--- src/rtl/bus_port_pkg.sv ---
// ============================================================================
// Module      : bus_port_pkg
// Description : Shared state encoding and default timing constants for bus_port.
// Revision    : 1.0 - initial release
// ============================================================================
`default_nettype none

package bus_port_pkg;

  typedef enum logic [2:0] {
    ST_ISO    = 3'd0,
    ST_RX     = 3'd1,
    ST_TURN_T = 3'd2,
    ST_TX     = 3'd3,
    ST_TURN_R = 3'd4
  } state_e;

  localparam int TURN_DEFAULT = 1;
  localparam int TMO_DEFAULT  = 15;
  localparam int TMR_W        = 8;

endpackage

`default_nettype wire

--- src/rtl/bus_port_timer.sv ---
// ============================================================================
// Module      : bus_port_timer
// Description : Loadable down-counter with a terminal (zero) flag.
// Revision    : 1.0 - initial release
// ============================================================================
`default_nettype none

module bus_port_timer
  import bus_port_pkg::*;
(
  input  logic             clk,
  input  logic             rst_,
  input  logic             load,
  input  logic [TMR_W-1:0] load_val,
  input  logic             en,
  output logic             done
);

  logic [TMR_W-1:0] count_q;
  logic [TMR_W-1:0] count_d;

  always_comb begin
    count_d = count_q;
    if (load) begin
      count_d = load_val;
    end else if (en && (count_q != '0)) begin
      count_d = count_q - 1'b1;
    end
  end

  always_ff @(posedge clk or negedge rst_) begin
    if (!rst_) begin
      count_q <= '0;
    end else begin
      count_q <= count_d;
    end
  end

  assign done = (count_q == '0);

endmodule

`default_nettype wire

--- src/rtl/bus_port.sv ---
// ============================================================================
// Module      : bus_port
// Description : Half-duplex bus port with transceiver direction control,
//               turnaround dead cycles and acknowledge timeout.
// Revision    : 1.0 - initial release
// ============================================================================
`default_nettype none

module bus_port
  import bus_port_pkg::*;
#(
  parameter int WIDTH = 8,
  parameter int TURN  = TURN_DEFAULT,
  parameter int TMO   = TMO_DEFAULT
) (
  input  logic             clk,
  input  logic             rst_,
  input  logic [WIDTH-1:0] tx_data,
  input  logic             tx_valid,
  output logic             tx_ready,
  output logic [WIDTH-1:0] rx_data,
  output logic             rx_valid,
  input  logic             rx_ready,
  input  logic [WIDTH-1:0] bus_in,
  output logic [WIDTH-1:0] bus_out,
  output logic             bus_oe_,
  output logic             tr_,
  output logic             rc_,
  input  logic             bus_stb_in,
  output logic             bus_ack_out,
  output logic             bus_stb_out,
  input  logic             bus_ack_in,
  output logic             err,
  input  logic             err_clr
);

  // Timer is loaded with N-1 so that a phase lasts exactly N cycles.
  localparam logic [TMR_W-1:0] TURN_LOAD = TMR_W'(TURN - 1);
  localparam logic [TMR_W-1:0] TMO_LOAD  = TMR_W'(TMO - 1);

  state_e           state_q,    state_d;
  logic             tx_full_q,  tx_full_d;
  logic [WIDTH-1:0] tx_reg_q,   tx_reg_d;
  logic [WIDTH-1:0] rx_data_q,  rx_data_d;
  logic             rx_valid_q, rx_valid_d;
  logic             armed_q,    armed_d;
  logic             err_q,      err_d;

  logic             capture;
  logic             tmr_load;
  logic [TMR_W-1:0] tmr_val;
  logic             tmr_en;
  logic             tmr_done;

  bus_port_timer u_timer (
    .clk      (clk),
    .rst_     (rst_),
    .load     (tmr_load),
    .load_val (tmr_val),
    .en       (tmr_en),
    .done     (tmr_done)
  );

  always_comb begin
    capture    = (state_q == ST_RX) && bus_stb_in && armed_q && (!rx_valid_q || rx_ready);
    state_d    = state_q;
    tx_full_d  = tx_full_q;
    tx_reg_d   = tx_reg_q;
    rx_data_d  = rx_data_q;
    rx_valid_d = rx_valid_q;
    armed_d    = armed_q;
    err_d      = err_q;
    tmr_load   = 1'b0;
    tmr_val    = TURN_LOAD;
    tmr_en     = 1'b0;

    if (tx_valid && !tx_full_q) begin
      tx_full_d = 1'b1;
      tx_reg_d  = tx_data;
    end
    if (!bus_stb_in) begin
      armed_d = 1'b1;
    end
    if (rx_valid_q && rx_ready) begin
      rx_valid_d = 1'b0;
    end
    if (capture) begin
      rx_data_d  = bus_in;
      rx_valid_d = 1'b1;
      armed_d    = 1'b0;
    end
    if (err_clr) begin
      err_d = 1'b0;
    end

    case (state_q)
      ST_ISO: state_d = ST_RX;
      ST_RX: begin
        if (!capture && tx_full_q && !bus_stb_in) begin
          state_d  = ST_TURN_T;
          tmr_load = 1'b1;
        end
      end
      ST_TURN_T: begin
        if (tmr_done) begin
          state_d  = ST_TX;
          tmr_load = 1'b1;
          tmr_val  = TMO_LOAD;
        end else begin
          tmr_en = 1'b1;
        end
      end
      ST_TX: begin
        if (bus_ack_in) begin
          tx_full_d = 1'b0;
          state_d   = ST_TURN_R;
          tmr_load  = 1'b1;
        end else if (tmr_done) begin
          // Timeout drops the word and overrides a concurrent err_clr.
          err_d     = 1'b1;
          tx_full_d = 1'b0;
          state_d   = ST_TURN_R;
          tmr_load  = 1'b1;
        end else begin
          tmr_en = 1'b1;
        end
      end
      ST_TURN_R: begin
        if (tmr_done) begin
          state_d = ST_RX;
        end else begin
          tmr_en = 1'b1;
        end
      end
      default: state_d = ST_ISO;
    endcase
  end

  always_ff @(posedge clk or negedge rst_) begin
    if (!rst_) begin
      state_q    <= ST_ISO;
      tx_full_q  <= 1'b0;
      tx_reg_q   <= '0;
      rx_data_q  <= '0;
      rx_valid_q <= 1'b0;
      armed_q    <= 1'b0;
      err_q      <= 1'b0;
    end else begin
      state_q    <= state_d;
      tx_full_q  <= tx_full_d;
      tx_reg_q   <= tx_reg_d;
      rx_data_q  <= rx_data_d;
      rx_valid_q <= rx_valid_d;
      armed_q    <= armed_d;
      err_q      <= err_d;
    end
  end

  // Direction controls decode straight from the state register so reset releases the bus at once.
  assign tr_         = (state_q != ST_TX);
  assign rc_         = (state_q != ST_RX);
  assign bus_oe_     = (state_q != ST_TX);
  assign bus_out     = (state_q == ST_TX) ? tx_reg_q : '0;
  assign bus_stb_out = (state_q == ST_TX);
  assign bus_ack_out = capture;
  assign tx_ready    = !tx_full_q;
  assign rx_data     = rx_data_q;
  assign rx_valid    = rx_valid_q;
  assign err         = err_q;

endmodule

`default_nettype wire

--- config.mk ---
export PLATFORM = sky130hd
export DESIGN_NAME = bus_port
export DESIGN_NICKNAME = d
export VERILOG_FILES = /design/src/rtl/bus_port_pkg.sv /design/src/rtl/bus_port_timer.sv /design/src/rtl/bus_port.sv
export SDC_FILE = /design/constraint.sdc
export NUM_CORES = 1
export LEC_CHECK = 0
export CAP_MARGIN = 40
export CORE_MARGIN = 2
export CORE_UTILIZATION = 50
export DETAILED_ROUTE_END_ITERATION = 10
export GPL_TIMING_DRIVEN = 0
export HOLD_SLACK_MARGIN = 0.12
export PLACE_DENSITY = 0.84
export SYNTH_ARGS = -nofsm -noshare
export SYNTH_HDL_FRONTEND = slang
export SYNTH_SLANG_ARGS = --single-unit
export TNS_END_PERCENT = 30
--- constraint.sdc ---
create_clock -name clk -period 4.9 [get_ports clk]
set_input_delay 0.735 -clock clk [delete_from_list [all_inputs] [get_ports clk]]
set_output_delay 0.735 -clock clk [all_outputs]
set_load 0.02 [all_outputs]
==> results.json <==
{
  "status": "finished, final reports clean",
  "drc": 0,
  "synth_most_common_cell": "dfrtp_1",
  "endpoint_kind": "output pin",
  "first_global_vias": 1362,
  "crit_top_cell": "clkdlybuf4s50_1",
  "cts_max_level": 2,
  "min_period_over_period_pct": 66.43,
  "preCtsSetupSlack_ns": 1.642,
  "final_layout_size_suffix_gt1_share_pct": 19.29,
  "initial_core_util_pct": 51.87,
  "path_max_fanout": 10,
  "cts_hold_buf": 0,
  "antenna_found_initial": 0,
  "hold_path_startpoint": "tx_reg_q[2]$_DFFE_PN0P_",
  "tightest_slew_ns": 0.8093,
  "slew_headroom_pct": 45.87,
  "cts_num_sinks": 31,
  "grt_max_degree": 18,
  "drtPass1Iterations": 4,
  "n_antenna_cell": 0,
  "synth_edf_count": 0,
  "io_pins": 47,
  "cts_tree": "built",
  "synth_cells": 143,
  "synthesis.area_mm2": 0.001558,
  "fmax_mhz": 307.2,
  "vias": 1339,
  "crit_start": "bus_stb_in",
  "final.min_clock_period_ns": 3.255,
  "core_mm2": 0.003003,
  "cts_buffer_depth": 2,
  "hpwl_mm": 2.816,
  "layout.nets": 222,
  "hold_viol": 0,
  "multi_input_area_um2": 703.2,
  "hold_class": "reg -> reg",
  "cts_made_buffers": 5,
  "tns_ns": 0,
  "required_ns": 4.16,
  "synth.distinct_cells": 44,
  "rsz0062_at_grt": "false",
  "ant_nets": 0,
  "timing.rr.start": "u_timer.count_q[0]$_DFFE_PN0P_",
  "grt_pass1_wl_mm": 6.072,
  "dpl_cell_area_mm2": 0.002074,
  "clk-insertion-delay-late_ns": 0.33,
  "io_buffer_count": 46,
  "skew_ns": 0.006285,
  "synthArstFlopShare_pct": 100.0,
  "ir_drop_uv": 329.3,
  "critPathKind": "in -> out",
  "design_area_mm2": 0.002131,
  "startpoint_type": "input pin",
  "syn_to_final_growth_pct": 36.79,
  "gp_congestion": 0.8781,
  "gr-usage-met3_pct": 9.740,
  "grt_usage_pct": 23.30,
  "row_count": 20,
  "synth_flop_cell": "dfrtp_1",
  "drt-total-wl_mm": 3.763,
  "critPathBufInv": 2,
  "drv_slew": 0,
  "routed_via_density": 5.822,
  "rrSetupSlack_ns": 2.71,
  "cts.clk_slew.worst_paths_ns": 0.09,
  "worst_path_max_delay_cell": "clkdlybuf4s50_1",
  "seq_area_um2": 775.7,
  "grt_most_used_layer": "met2",
  "fillCellCount": 223,
  "synth-seq-cells": 31,
  "ys_seq_area_share_pct": 49.80,
  "synth_area_per_cell_um2": 10.89,
  "setup_slack_ns": 1.645,
  "yosys_warnings": 0,
  "synth_common_cells": "dfrtp_1, mux2_2, and3_1, inv_1",
  "max_stage_delay_ns": 0.71,
  "setup_viol": 0,
  "grtUsageMet2_pct": 37.27,
  "met1_usage_pct": 27.16,
  "powerDensity_mw_per_mm2": 659.1,
  "drt-wirelength-per-cell_um": 16.36,
  "synth_top_area_share_pct": 49.80,
  "die_area_mm2": 0.003578,
  "clockRootBuffer": "clkbuf_4",
  "post_cts_buffers": 0,
  "drtIter0Drc": 66,
  "arrival_ns": 2.52,
  "post_cts_resized": 0,
  "max_cap_violations": 0,
  "syn_nets": 168,
  "power_leakage_nw": 0.9122,
  "die-height_um": 59.82,
  "crit_family": "buffers and inverters",
  "cp_cell_sequence": "clkdlybuf4s50_1, nand4_1, a21oi_2, clkdlybuf4s50_1",
  "synth_area_leaders": "dfrtp_1, mux2_2, and3_1, a21oi_1, o21ai_0",
  "grt_overflow_total": 0,
  "synth_largest_area_cell": "dfrtp_1",
  "die_w_um": 59.82
}
[registers in the layout (all words and copies together), names as in the netlist]
register	cells
rx_data	8
armed_q	1
state_q	3
rx_valid	1
tx_full_q	1
err	1
tx_reg_q	8
u_timer.count_q	8
[layout make-up]
type,count,area share (%)
multi-input cells,95,33.00
inverters,8,1.409
well taps,33,1.938
plain buffers,9,2.290
flip-flops and latches,31,36.41
clock inverters,1,0.2349
repair buffers,47,22.31
clock buffers,6,2.408
[worst register-to-register path, delay by kind of cell, from the launching register on]
kind | cells | cell delay, ns
adders and majority gates | 1 | 0.15
and+or+nand+nor | 3 | 0.81
DFF | 1 | 0.40
buffers and inverters | 2 | 0.40
AOI/OAI and AO/OA | 1 | 0.33
[metrics by stage]
| step | hold WS [ns] | power, mW | std cells | util (%) |
|---|---|---|---|---|
| finish | 0.5145 | 1.404 | 230 | 70.96 |
| floorplan | 0.4394 | 0.9617 | 143 | - |
| CTS | 0.5128 | 1.412 | 230 | 70.96 |
| global route | 0.5400 | 1.503 | 230 | 70.96 |
| global placement | 0.4825 | 1.217 | 222 | 68.58 |
| detailed placement | 0.4918 | 1.252 | 223 | 69.08 |
[path summary, 6_finish.rpt]
path | endpoint | cells after the start
setup / recovery | bus_ack_out | 4
hold / removal | tx_reg_q[2]$_DFFE_PN0P_ | 1
setup reg to reg | u_timer.count_q[1]$_DFFE_PN0P_ | 7
hold reg to reg | tx_reg_q[2]$_DFFE_PN0P_ | 1
max in group asynchronous | err$_DFF_PN0_ | 2
min in group asynchronous | rx_data[5]$_DFFE_PN0P_ | 1
[layout by cell type, fill, tap and decap left out, types with 2 or more instances in the layout]
| cell type | Yosys | routed |
|---|---|---|
| inv_1 | 8 | 8 |
| ha_1 | 2 | 2 |
| o21ai_0 | 7 | 7 |
| nand2b_1 | 2 | 2 |
| nor2b_1 | 2 | 2 |
| or4_1 | 3 | 3 |
| nand3_1 | 3 | 3 |
| mux2_2 | 16 | 16 |
| and3_1 | 8 | 8 |
| dfrtp_1 | 31 | 31 |
| clkbuf_4 | 0 | 5 |
| nor2_1 | 6 | 6 |
| clkbuf_1 | 4 | 4 |
| a21oi_1 | 7 | 7 |
| buf_2 | 3 | 3 |
| o31ai_1 | 4 | 4 |
| nor3_1 | 3 | 3 |
| nand2_1 | 5 | 5 |
| or3b_2 | 3 | 3 |
| clkdlybuf4s50_1 | 0 | 46 |
[per-layer routing]
layer  vias to the layer above  share of wire, %  wire length [um]
met5                         -                 0                 0
met4                         0               1.1                41
met3                         4               7.7               290
met2                        54                52              1943
met1                       654                40              1488
li1                        627                 -                 -
[power breakdown]
| part | switching [mW] | leakage [nW] | internal [mW] | total [mW] |
|---|---|---|---|---|
| Clock | 0.0851 | 0.0341 | 0.0664 | 0.151 |
| Combinational | 0.412 | 0.499 | 0.389 | 0.801 |
| Sequential | 0.0813 | 0.379 | 0.371 | 0.452 |
[cell families after synthesis]
group / after synthesis / share of synthesized area, %
and+or+nand+nor: 45 / 17.35
AOI/OAI and AO/OA: 31 / 14.06
DFF: 31 / 49.80
buffers and inverters: 17 / 5.060
muxes: 16 / 11.57
adders and majority gates: 2 / 1.606
xor gates and xnor gates: 1 / 0.5624
(Power assumes the default switching activity.)
